File: config.mk
export PLATFORM = sky130hd
export DESIGN_NAME = mario_pixel_gen
export DESIGN_NICKNAME = d
export VERILOG_FILES = /design/src/rtl/mario_pixel_gen.sv
export SDC_FILE = /design/constraint.sdc
export NUM_CORES = 1
export LEC_CHECK = 0
export ABC_CLOCK_PERIOD_IN_PS = 3500
export BUFFER_PORTS_ARGS = -buffer_cell sky130_fd_sc_hd__buf_2
export CORE_ASPECT_RATIO = 0.7
export CORE_MARGIN = 2
export CORE_UTILIZATION = 46
export DETAILED_ROUTE_END_ITERATION = 6
export GPL_TIMING_DRIVEN = 0
export PLACE_DENSITY_LB_ADDON = 0.3
export SLEW_MARGIN = 20
export SYNTH_ARGS = -nofsm -noshare
export SYNTH_HDL_FRONTEND = slang
export SYNTH_SLANG_ARGS = --single-unit
File: constraint.sdc
create_clock -name clk_vga -period 3.5 [get_ports clk_vga]
set_input_delay 0.175 -clock clk_vga [delete_from_list [all_inputs] [get_ports clk_vga]]
set_output_delay 0.175 -clock clk_vga [all_outputs]
set_load 0.05 [all_outputs]
File: src/rtl/mario_pixel_gen.sv
// mario_pixel_gen: per-pixel colour source for the VGA driver.
// Composites a 16x16 ROM sprite over a scrolling ground band over a flat sky.
// The colour for each request comes out one clk_vga later.
// Sprite and scroll changes are applied only at frame end.
//   clk_vga          : pixel clock
//   rst_n            : synchronous, active-low reset
//   x_i, y_i         : requested column and 1-based row (y_i == 0 means blanking)
//   pos_x_i, pos_y_i : host sprite position (left column, 0-based top row)
//   flip_h_i         : host horizontal mirror
//   pos_we_i         : strobe capturing the host values into the pending registers
//   scroll_step_i    : ground scroll increment applied at each frame end
//   rgb_o            : registered colour of the pixel requested on the previous cycle
//   frame_tick_o     : one-cycle pulse after row 480 has ended; the commit happens at its end
//   pend_o           : a host write is waiting for commit
// SPR_ROM packs the 256 x 4-bit sprite image, entry a at bits [a*4 +: 4].
// Bit 3 of an entry is opacity and bits 2:0 are its colour.
module mario_pixel_gen #(
    parameter logic [1023:0] SPR_ROM    = '0,
    parameter logic [9:0]    GROUND_Y   = 10'd416,
    parameter logic [2:0]    SKY_RGB    = 3'b011,
    parameter logic [2:0]    GROUND_RGB = 3'b100,
    parameter logic [2:0]    GROUND_ALT = 3'b110
) (
    input  logic       clk_vga,
    input  logic       rst_n,
    input  logic [9:0] x_i,
    input  logic [9:0] y_i,
    input  logic [9:0] pos_x_i,
    input  logic [8:0] pos_y_i,
    input  logic       flip_h_i,
    input  logic       pos_we_i,
    input  logic [3:0] scroll_step_i,
    output logic [2:0] rgb_o,
    output logic       frame_tick_o,
    output logic       pend_o
);
    logic [9:0] spr_x_q, scroll_q, last_y_q, pnd_x_q;
    logic [8:0] spr_y_q, pnd_y_q;
    logic       flip_q, pnd_f_q, pend_q, tick_q;
    logic [2:0] rgb_q, rgb_d;
    logic       tick_d;
    logic [9:0] row, dc, dr;
    logic [3:0] col, texel;
    logic       hit, alt;

    always_comb begin
        row    = y_i - 10'd1;
        // Unsigned wrap pushes pixels left of / above the sprite far past 16, so no wrap-around drawing
        dc     = x_i - spr_x_q;
        dr     = row - {1'b0, spr_y_q};
        hit    = (dc < 10'd16) && (dr < 10'd16);
        col    = flip_q ? 4'd15 - dc[3:0] : dc[3:0];
        texel  = SPR_ROM[{dr[3:0], col, 2'b00} +: 4];
        // Brick colour depends only on bit 4 of column + scroll, so the low five bits suffice
        alt    = |((x_i[4:0] + scroll_q[4:0]) & 5'h10);
        rgb_d  = (y_i == '0) ? 3'd0 :
                 (hit && texel[3]) ? texel[2:0] :
                 (row >= GROUND_Y) ? (alt ? GROUND_ALT : GROUND_RGB) : SKY_RGB;
        tick_d = (y_i == '0) && (last_y_q == 10'd480);
    end

    always_ff @(posedge clk_vga) begin
        if (!rst_n) begin
            rgb_q    <= '0;
            tick_q   <= 1'b0;
            last_y_q <= '0;
            scroll_q <= '0;
            spr_x_q  <= '0;
            spr_y_q  <= '0;
            flip_q   <= 1'b0;
            pnd_x_q  <= '0;
            pnd_y_q  <= '0;
            pnd_f_q  <= 1'b0;
            pend_q   <= 1'b0;
        end else begin
            rgb_q  <= rgb_d;
            tick_q <= tick_d;
            // Clearing last_y on the pulse limits it to one per frame
            if (y_i != '0)
                last_y_q <= y_i;
            else if (tick_d)
                last_y_q <= '0;
            if (tick_q) begin
                scroll_q <= scroll_q + {6'd0, scroll_step_i};
                if (pend_q) begin
                    spr_x_q <= pnd_x_q;
                    spr_y_q <= pnd_y_q;
                    flip_q  <= pnd_f_q;
                end
            end
            // A write landing on the commit cycle stays pending for the next frame
            if (pos_we_i) begin
                pnd_x_q <= pos_x_i;
                pnd_y_q <= pos_y_i;
                pnd_f_q <= flip_h_i;
                pend_q  <= 1'b1;
            end else if (tick_q) begin
                pend_q <= 1'b0;
            end
        end
    end

    assign rgb_o        = rgb_q;
    assign frame_tick_o = tick_q;
    assign pend_o       = pend_q;
endmodule

**Yosys cells after proc, flatten, opt, wreduce, memory -nomap -nowiden**

Cells that the tools add are included.

- Input bits: 47
- Logic and storage cells: 40
- Register bits after elaboration: 65
- Output and inout port bits: 5

- Bitwise logic cells: 1
- Reduce and logical (&&, ||, !) cells: 9
- Eq/ne operators: 1
- Muxes and demuxes: 8
- Add/sub/neg operators: 6
- $lt $le $gt $ge: 3
- Shift operators: 1

Operator list:

| kind | count |
|---|---|
| 1024-bit by 11-bit indexed part select with 4-bit output, first input constant | 1 |
| 10-bit by 5-bit < comparator with 1-bit output, second input constant | 2 |
| 10-bit two-way mux | 2 |
| 10-bit by 4-bit adder with 10-bit output | 1 |
| 10-bit by 9-bit equality test with 1-bit output, second input constant | 1 |
| 10-bit by 9-bit greater-or-equal comparator with 1-bit output, second input constant | 1 |
| 10-bit zero test | 1 |
| 10-bit nonzero test | 1 |
| 10-bit by 1-bit subtractor with 10-bit output, second input constant | 1 |
| 10-bit subtractor | 1 |
| 10-bit by 9-bit subtractor with 10-bit output | 1 |
| 3-bit two-way mux | 2 |
| 5-bit adder | 1 |
| 4-bit two-way mux | 1 |
| 2-bit nonzero test | 2 |
| 4-bit subtractor, first input constant | 1 |
| 1-bit logical AND | 3 |
| 1-bit two-way mux | 2 |
| 2-bit two-way mux | 1 |
| 2-bit AND reduction | 1 |
| 2-bit OR reduction | 1 |
| 1-bit inverter | 1 |

**Depth between registers and ports, before layout**

Gate-level depths: netlist of run 1.

- Depth after elaboration: 6
- Depth in mapped cells: 8

**Worst setup path before layout of run 1**

Ideal clock, no wire load.

- Kind: input to register
- Start point: input y_i[4]
- End point: register last_y_q[5]
- Library setup time: 59 ps
- Arrival time: 1,591 ps
- Setup slack: 1,849 ps
- Cell stages on the path: 5
- Cell sequence: or4_4 -> nor4b_4 -> inv_2 -> a211oi_2 -> a22o_1

- Word-level cells in the longest chain between the ends: 3
- Elaborated cells on any way between the ends: 5

Ends and longest elaborated chain:

| what | RTL line | RTL |
|---|---|---|
| from (decl) | 27 | `input logic [9:0] y_i,` |
| 10-bit zero test | 59 | `tick_d = (y_i == '0) && (last_y_q == 10'd480);` |
| 1-bit logical AND | 59 |  |
| 2-bit nonzero test (no line) | -- |  |
| to (signal assigned) | 80 | `last_y_q <= y_i;` |
| to (decl) | 37 | `logic [9:0] spr_x_q, scroll_q, last_y_q, pnd_x_q;` |

Parallel ways exist; a longest one is shown, timed or not.
A chain may end at the register's enable or synchronous reset.

**Final worst setup path of run 1**

- Start point: register scroll_q[1]
- End point: register rgb_q[1], in the netlist rgb_o[1]

- Word-level cells in the longest chain between the ends: 4

Ends and longest elaborated chain:

| what | RTL line | RTL |
|---|---|---|
| from (decl) | 37 |  |
| from (signal assigned) | 84 | `scroll_q <= scroll_q + {6'd0, scroll_step_i};` |
| 5-bit adder | 55 | `alt = \|((x_i[4:0] + scroll_q[4:0]) & 5'h10);` |
| 2-bit two-way mux | 58 | `(row >= GROUND_Y) ? (alt ? GROUND_ALT : GROUND_RGB) : SKY_RGB;` |
| 3-bit two-way mux | 58 |  |
| 3-bit two-way mux | 57 | `(hit && texel[3]) ? texel[2:0] :` |
| to (signal assigned) | 76 | `rgb_q <= rgb_d;` |
| to (decl) | 40 | `logic [2:0] rgb_q, rgb_d;` |

Every way passes these cells.

==> summary.log, run 1 <==
[outcome] status finished, final reports clean
[die] I/O pin count 52
[power_and_ir_drop] fraction of power spent switching nets 24.6%
[yosys] number of nets produced by synthesis 146
[yosys] area fraction of the dominant cell type after synthesis 43.4%
[yosys] Syn. warnings 0
[power_and_ir_drop] P per Cell Area 384 nW/µm²
[power_and_ir_drop] Clk pwr share 31.0%
[clock_network] number of hold-repair buffers added at the cts stage 0
[critical_path] Critical Path Sink Type register
[yosys] Unique masters post-synth 31
[min_path] class of the tightest hold or removal check input pin to register
[critical_path] Critical R2R Capture rgb_o[1]$_SDFF_PP0_
[yosys] fraction of synthesis flops using an asynchronous set or reset pin 0%
[cells_and_area] final antenna diode count 0
[critical_path] critical-path maximum fanout 4
[critical_path] capturing instance or port of the critical path rgb_o[1]$_SDFF_PP0_
[clock_network] clock-pin slew reported for the worst setup and hold paths after clock tree synthesis 0.11 ns
[critical_path] startpoint of the most critical setup path scroll_q[1]$_SDFFE_PN0P_
[placed_design] GPL Wtd Cong 0.833
[clock_network] CTS tree built
[cells_and_area] layout cells sized above 1 32.2%
[global_route] global-route total usage across every layer 16.8%
[drt] Post-route DRC 0
[power_and_ir_drop] sequential fraction of design power 56.3%
[cells_and_area] area taken by flip-flops and latches 400 µm²
[power_and_ir_drop] internal power of the cells 0.323 mW
[cells_and_area] area overhead of the layout relative to synthesis 21.0%
[drt] average detailed-routed wire length per instance 12.4 µm
[clock_network] number of buffers added by the clock tree synthesis step 3
[yosys] total standard cell area after synthesis 922 µm²
[critical_path] path type of the worst setup path register to register
[cells_and_area] utilization after layout 59.7%
[global_route] wire length of the first global-routing pass 3040 µm
[power_and_ir_drop] Peak supply drop 251 µV
[min_path] number of cells traversed by the worst hold path 3
[global_route] vias in the first global route 700
[sta] number of endpoints failing setup at the final stage 0
[drt] vias per std cell 5.35
[yosys] mean post-synth cell area 10.1 µm²
[placed_design] buffers added on ports 26
[die] effective utilization at floorplan 49.3%
[die] FP Rows 13
[drt] total routed wirelength 1770 µm
[sta] share of the clock period used by the worst path after layout 48.5%
[sta] Tightest Pin Transition 0.495 ns
[die] DIE HEIGHT 41.5 µm
[sta] number of slew-limit violations in the final report 0
[sta] setup repair after global routing missed its margin false
[critical_path] depth of the worst register-to-register path 6
[critical_path] startpoint of the worst-slack reg-to-reg timing path scroll_q[1]$_SDFFE_PN0P_
[sta] FMAX 589 MHz
[critical_path] CP required 3.71 ns
[global_route] initial antenna violation count 0
[clock_network] Clk Tree Root Cell sky130_fd_sc_hd__clkbuf_4
[yosys] Post-Syn Instances 91
[yosys] main area contributors after synthesis sky130_fd_sc_hd__dfxtp_1, sky130_fd_sc_hd__ha_1, sky130_fd_sc_hd__nor2_1
[power_and_ir_drop] Net Switching 0.105 mW
[power_and_ir_drop] combinational power share 12.7%
[critical_path] startpoint types register
[drt] Routed Antenna Nets 0
[die] Std-Cell Core Area 1870 µm²
[cells_and_area] multi-input gate area in the final layout 492 µm²
[yosys] register area share after synthesis 43.4%
[clock_network] sinks on the clock net 20
[yosys] total of flip-flops plus latches after synthesis 20
[sta] final period demand of the worst path 1.70 ns
[die] Die X-Extent 57.5 µm
[placed_design] Post-Place Cells 139
[yosys] most common flop cell mapped by yosys sky130_fd_sc_hd__dfxtp_1
[drt] Starting DRT DRC Count 34
[clock_network] Longest Clk Path Bufs 2
[global_route] largest net degree at the start of global routing 12
[sta] Final Hold Vio Count 0
[yosys] EDFF count, synth 0
[critical_path] endpoint arrival time on the critical path 1.91 ns
[critical_path] reg-to-reg slack, setup 1.80 ns
[global_route] overflow left after global routing 0
[clock_network] CTS H-tree lvls 1
[drt] vias post-DR 765
[die] Die ar. 2380 µm²
[sta] setup total negative slack 0 ns
[run] max capacitance violation total 0
[drt] DR pass1 iterations 4
[clock_network] clock latency reported for the late side of the worst-skew pair 0.30 ns
[sta] worst rel slew slack 66.7%
[cells_and_area] nets@finish 177
[power_and_ir_drop] Pleak 0.506 nW
[sta] worst clock skew 0.00265 ns
[clock_network] post-cts repair resize count 0
[placed_design] hpwl dp 1370 µm
[yosys] area leader, netlist sky130_fd_sc_hd__dfxtp_1
[clock_network] post-CTS setup-driven buffer insertion count 0
[cells_and_area] post-route non-filler standard cell count 143
[cells_and_area] FILL cells 161
[kinds of logic (layout without fill, tap and decap cells)]
kind of cell	count (synthesis)	count (layout)	share of synthesized area (%)
xor gates and xnor gates	5	5	4.75
AOI/OAI and AO/OA	23	23	17.4
buffers and inverters	8	38	3.26
muxes	3	3	3.26
and+or+nand+nor	24	24	16.3
DFF	20	20	43.4
adders and majority gates	8	8	11.7
[routing by layer]
| metal | share of wire [%] | vias up | routed length (µm) | track usage, % |
|---|---|---|---|---|
| li1 | - | 389 | - | - |
| met1 | 47 | 350 | 831 | 22.3 |
| met2 | 44 | 21 | 786 | 24.3 |
| met3 | 6.8 | 5 | 121 | 6.54 |
| met4 | 1.9 | 0 | 34 | 6.98 |
| met5 | 0 | - | 0 | 0 |
[synthesized netlist by cell type, types with 2 or more instances]
cell and instances:
sky130_fd_sc_hd__dfxtp_1 20, sky130_fd_sc_hd__inv_1 5, sky130_fd_sc_hd__a21oi_1 9, sky130_fd_sc_hd__a21o_1 2
sky130_fd_sc_hd__nor4_1 2, sky130_fd_sc_hd__nor2_1 13, sky130_fd_sc_hd__a31o_2 2, sky130_fd_sc_hd__ha_1 7
sky130_fd_sc_hd__xnor2_1 3, sky130_fd_sc_hd__a22o_1 4, sky130_fd_sc_hd__xor2_1 2, sky130_fd_sc_hd__mux2i_1 3
[per-stage QoR]
| step | worst slack, ns | instance area, µm² | hold slack [ns] | total power [mW] |
|---|---|---|---|---|
| after global routing | 1.68 | 1120 | 0.0703 | 0.449 |
| after floorplan | 1.85 | 922 | 0.292 | 0.276 |
| after global placement | 1.55 | 1080 | 0.382 | 0.299 |
| after detailed placement | 1.52 | 1080 | 0.403 | 0.300 |
| after CTS | 1.80 | 1120 | 0.0808 | 0.432 |
| final | 1.80 | 1120 | 0.0781 | 0.428 |
[final cells by class]
class | instances | share of cell area, %
sequential | 20 | 35.9
timing repair buffer | 26 | 11.7
multi-input combinational | 63 | 44.1
tap | 22 | 2.47
buffer | 2 | 0.673
clock buffer | 4 | 3.25
inverter | 6 | 2.02
[power groups by stage]
stage	sequential, mW	combinational [mW]	clock, mW
detailed placement	0.246	0.0541	0
CTS	0.241	0.0547	0.137
floorplan	0.257	0.0192	0
global placement	0.246	0.0529	0
global route	0.242	0.0595	0.147
finish	0.241	0.0544	0.133
[cell usage in the layout (no fill, tap or decap), types with 2 or more instances in the layout]
cell type	count
sky130_fd_sc_hd__xnor2_1	3
sky130_fd_sc_hd__mux2i_1	3
sky130_fd_sc_hd__a22o_1	4
sky130_fd_sc_hd__ha_1	7
sky130_fd_sc_hd__xor2_1	2
sky130_fd_sc_hd__a21oi_1	9
sky130_fd_sc_hd__clkbuf_4	3
sky130_fd_sc_hd__a21o_1	2
sky130_fd_sc_hd__nor2_1	13
sky130_fd_sc_hd__buf_2	26
sky130_fd_sc_hd__dfxtp_1	20
sky130_fd_sc_hd__a31o_2	2
sky130_fd_sc_hd__nor4_1	2
sky130_fd_sc_hd__inv_1	5
[sequential cells by signal (all words and copies together) (netlist names)]
| register | count |
|---|---|
| pend_o | 1 |
| scroll_q | 5 |
| last_y_q | 10 |
| frame_tick_o | 1 |
| rgb_o | 3 |
[worst max-delay path: stages, from the launching register on]
cell and delay, ns:
sky130_fd_sc_hd__dfxtp_1 0.40, sky130_fd_sc_hd__ha_1 0.25, sky130_fd_sc_hd__a31o_2 0.24, sky130_fd_sc_hd__a21o_1 0.17, sky130_fd_sc_hd__a21oi_1 0.19, sky130_fd_sc_hd__xnor2_1 0.11, sky130_fd_sc_hd__a31o_2 0.25
[how the worst min path moves through the flow]
stage	from	slack, ns	to
finish	pos_we_i	0.08	pend_o$_SDFFE_PN0P_
global route	y_i[0]	0.07	last_y_q[0]$_SDFFE_PN0P_
CTS	y_i[1]	0.08	last_y_q[1]$_SDFFE_PN0P_
detailed placement	y_i[1]	0.40	last_y_q[1]$_SDFFE_PN0P_
global placement	pos_we_i	0.38	pend_o$_SDFFE_PN0P_
floorplan	y_i[0]	0.29	last_y_q[0]$_SDFFE_PN0P_
Power figures use the tool's default switching activity.
==> run 2: changes to the inputs <==
--- a/config.mk
+++ b/config.mk
@@ -5,11 +5,11 @@
 export SDC_FILE = /design/constraint.sdc
 export NUM_CORES = 1
 export LEC_CHECK = 0
-export ABC_CLOCK_PERIOD_IN_PS = 3500
+export ABC_CLOCK_PERIOD_IN_PS = 1500
 export BUFFER_PORTS_ARGS = -buffer_cell sky130_fd_sc_hd__buf_2
 export CORE_ASPECT_RATIO = 0.7
 export CORE_MARGIN = 2
-export CORE_UTILIZATION = 46
+export CORE_UTILIZATION = 38
 export DETAILED_ROUTE_END_ITERATION = 6
 export GPL_TIMING_DRIVEN = 0
 export PLACE_DENSITY_LB_ADDON = 0.3
==> constraint.sdc (replaced) <==
create_clock -name clk_vga -period 1.5 [get_ports clk_vga]
set_input_delay 0.075 -clock clk_vga [delete_from_list [all_inputs] [get_ports clk_vga]]
set_output_delay 0.075 -clock clk_vga [all_outputs]
set_load 0.05 [all_outputs]
==> run 2 against run 1 <==
The run now ends with negative setup slack left. Final area up 10%. Setup slack worse by 1.8 ns. Clock power up 86%. Largest power group unchanged. Highest routed layer is now met3. Largest cell class unchanged. Sequential power up 130%. Cell count up 11%. Global-route usage down 1.8 points. Critical path type unchanged. Sequential share of layout area down 3.1 points. Via count up 0.39%.
==> summary.log, run 2 (synthesis gave the netlist of run 1 again) <==
[cells_and_area] most common library cell in the layout ignoring fill and taps sky130_fd_sc_hd__buf_2
[power_and_ir_drop] P per Cell Area 769 nW/µm²
[sta] Worst Hold Margin 0.00838 ns
[run] max capacitance violation total 0
[power_and_ir_drop] combinational power share 14.4%
[drt] vias post-DR 768
[critical_path] critical-path maximum fanout 2
[power_and_ir_drop] Peak supply drop 568 µV
[sta] worst clock skew 0.00740 ns
[sta] number of endpoints failing setup at the final stage 1
[cells_and_area] max reg flops 10
[sta] number of slew-limit violations in the final report 0
[critical_path] Critical Path Sink Type register
[clock_network] Clk Tree Root Cell sky130_fd_sc_hd__clkbuf_4
[critical_path] path type of the worst setup path register to register
[power_and_ir_drop] Clk pwr share 26.1%
[min_path] source of the worst hold timing path y_i[0]
[sta] FMAX 656 MHz
[clock_network] CTS tree built
[clock_network] number of buffers added by the clock tree synthesis step 3
[clock_network] clock latency reported for the late side of the worst-skew pair 0.30 ns
[sta] worst rel slew slack 59.4%
[power_and_ir_drop] sequential fraction of design power 59.5%
[drt] average detailed-routed wire length per instance 12.2 µm
[cells_and_area] FILL cells 209
[sta] share of the clock period used by the worst path after layout 102%
[sta] final period demand of the worst path 1.52 ns
[min_path] terminating pin of the worst hold path last_y_q[0]$_SDFFE_PN0P_
[sta] setup repair after global routing missed its margin true
[power_and_ir_drop] internal power of the cells 0.703 mW
[die] effective utilization at floorplan 41.5%
[power_and_ir_drop] Pleak 0.534 nW
[die] Die X-Extent 62.9 µm
[clock_network] CTS H-tree lvls 1
[clock_network] clock-pin slew reported for the worst setup and hold paths after clock tree synthesis 0.11 ns
[die] Std-Cell Core Area 2220 µm²
[cells_and_area] Reg with most FFs last_y_q
[cells_and_area] top library cells by usage in the layout, fill and taps aside sky130_fd_sc_hd__buf_2, sky130_fd_sc_hd__dfxtp_1, sky130_fd_sc_hd__nor2_1
[clock_network] sinks on the clock net 20
[critical_path] CP required 1.68 ns
[placed_design] GPL Wtd Cong 0.693
[placed_design] worst-case setup slack after placement -0.397 ns
[min_path] class of the tightest hold or removal check input pin to register
[cells_and_area] nets@finish 184
[outcome] status finished with violations
[placed_design] Post-Place Cells 149
[critical_path] Critical R2R Capture scroll_q[4]$_SDFFE_PN0P_
[die] Die ar. 2840 µm²
[drt] DR pass1 iterations 4
[cells_and_area] layout cells sized above 1 41.7%
[outcome] failing checks negative setup slack
[drt] Starting DRT DRC Count 18
[power_and_ir_drop] Net Switching 0.243 mW
[power_and_ir_drop] fraction of power spent switching nets 25.7%
[die] I/O pin count 52
[die] DIE HEIGHT 45.2 µm
[drt] vias per std cell 4.83
[critical_path] startpoint types register
[drt] total routed wirelength 1940 µm
[global_route] overflow left after global routing 0
[placed_design] hpwl dp 1540 µm
[critical_path] endpoint arrival time on the critical path 1.70 ns
[sta] Tightest Pin Transition 0.603 ns
[global_route] vias in the first global route 738
[critical_path] depth of the worst register-to-register path 8
[cells_and_area] post-route non-filler standard cell count 159
[global_route] initial antenna violation count 0
[placed_design] buffers added on ports 26
[drt] Post-route DRC 0
[clock_network] Longest Clk Path Bufs 2
[cells_and_area] area overhead of the layout relative to synthesis 33.4%
[critical_path] reg-to-reg slack, setup -0.02 ns
[sta] post-layout worst setup margin -0.0237 ns
[sta] Final Hold Vio Count 0
[global_route] global-route total usage across every layer 15.0%
[global_route] wire length of the first global-routing pass 3280 µm
[critical_path] startpoint of the worst-slack reg-to-reg timing path scroll_q[0]$_SDFFE_PN0P_
[die] FP Rows 14
[min_path] number of cells traversed by the worst hold path 3
[cells_and_area] final antenna diode count 0
[drt] Routed Antenna Nets 0
[global_route] largest net degree at the start of global routing 11
==> run 2: cell count changes in the layout (fill, tap and decap cells not counted), sizes merged <==
cell and delta:
buf +5, dlygate4sd3 +2, clkbuf -1
==> run 2: cell type report <==
type | instances | area (µm²) | share of cell area (%)
tap | 32 | 40.0 | 3.26
inverter | 6 | 22.5 | 1.83
sequential | 20 | 403 | 32.8
clock buffer | 3 | 22.5 | 1.83
multi-input combinational | 63 | 543 | 44.2
buffer | 2 | 7.51 | 0.610
timing repair buffer | 33 | 191 | 15.6
==> run 2: worst max-delay path by stage <==
stage,startpoint,end
after floorplan,y_i[4],last_y_q[5]$_SDFFE_PN0P_
after global placement,y_i[4],last_y_q[5]$_SDFFE_PN0P_
after detailed placement,y_i[4],last_y_q[7]$_SDFFE_PN0P_
after CTS,scroll_q[0]$_SDFFE_PN0P_,scroll_q[4]$_SDFFE_PN0P_
after global routing,scroll_q[0]$_SDFFE_PN0P_,scroll_q[4]$_SDFFE_PN0P_
final,scroll_q[0]$_SDFFE_PN0P_,scroll_q[4]$_SDFFE_PN0P_
==> run 2: critical path, cell delays in order, from the launching register on <==
cell and delay [ns]:
sky130_fd_sc_hd__dfxtp_2 0.37, sky130_fd_sc_hd__ha_4 0.14, sky130_fd_sc_hd__inv_2 0.04, sky130_fd_sc_hd__fa_2 0.36, sky130_fd_sc_hd__nor2b_1 0.12, sky130_fd_sc_hd__o21a_1 0.13
sky130_fd_sc_hd__o21ai_2 0.05, sky130_fd_sc_hd__xor2_1 0.15, sky130_fd_sc_hd__nor2_1 0.05
==> run 2: per-layer routing <==
metal	GRT usage, %	part of all wire, %	vias to the layer above	wire [µm]
li1	-	-	405	-
met1	20.5	48	339	930
met2	24.0	45	24	880
met3	4.74	6.6	0	127
met4	2.67	0	0	0
met5	0	0	-	0
==> run 2: through the flow <==
step | util, % | TNS, ns | area [µm²] | power, mW
after CTS | 53.2 | -0.0487 | 1180 | 0.944
after global placement | 49.4 | -1.82 | 1100 | 0.699
after floorplan | - | -0.238 | 928 | 0.646
after global routing | 55.3 | -0.117 | 1230 | 0.996
final | 55.3 | -0.0237 | 1230 | 0.945
after detailed placement | 49.4 | -2.22 | 1100 | 0.704
==> run 2: what timing repair did <==
action,CTS,global route
setup endpoints to repair,6,4
setup buffers,4,1
hold buffers,1,1
hold endpoints to repair,1,1
resized for setup,8,3
pin swaps,8,6
==> run 2: power by group through the flow <==
| stage | clock (mW) | sequential (mW) | combinational, mW |
|---|---|---|---|
| after detailed placement | 0 | 0.575 | 0.129 |
| after CTS | 0.249 | 0.563 | 0.132 |
| final | 0.247 | 0.563 | 0.136 |
| after global placement | 0 | 0.574 | 0.125 |
| after global routing | 0.282 | 0.566 | 0.148 |
| after floorplan | 0 | 0.600 | 0.0454 |
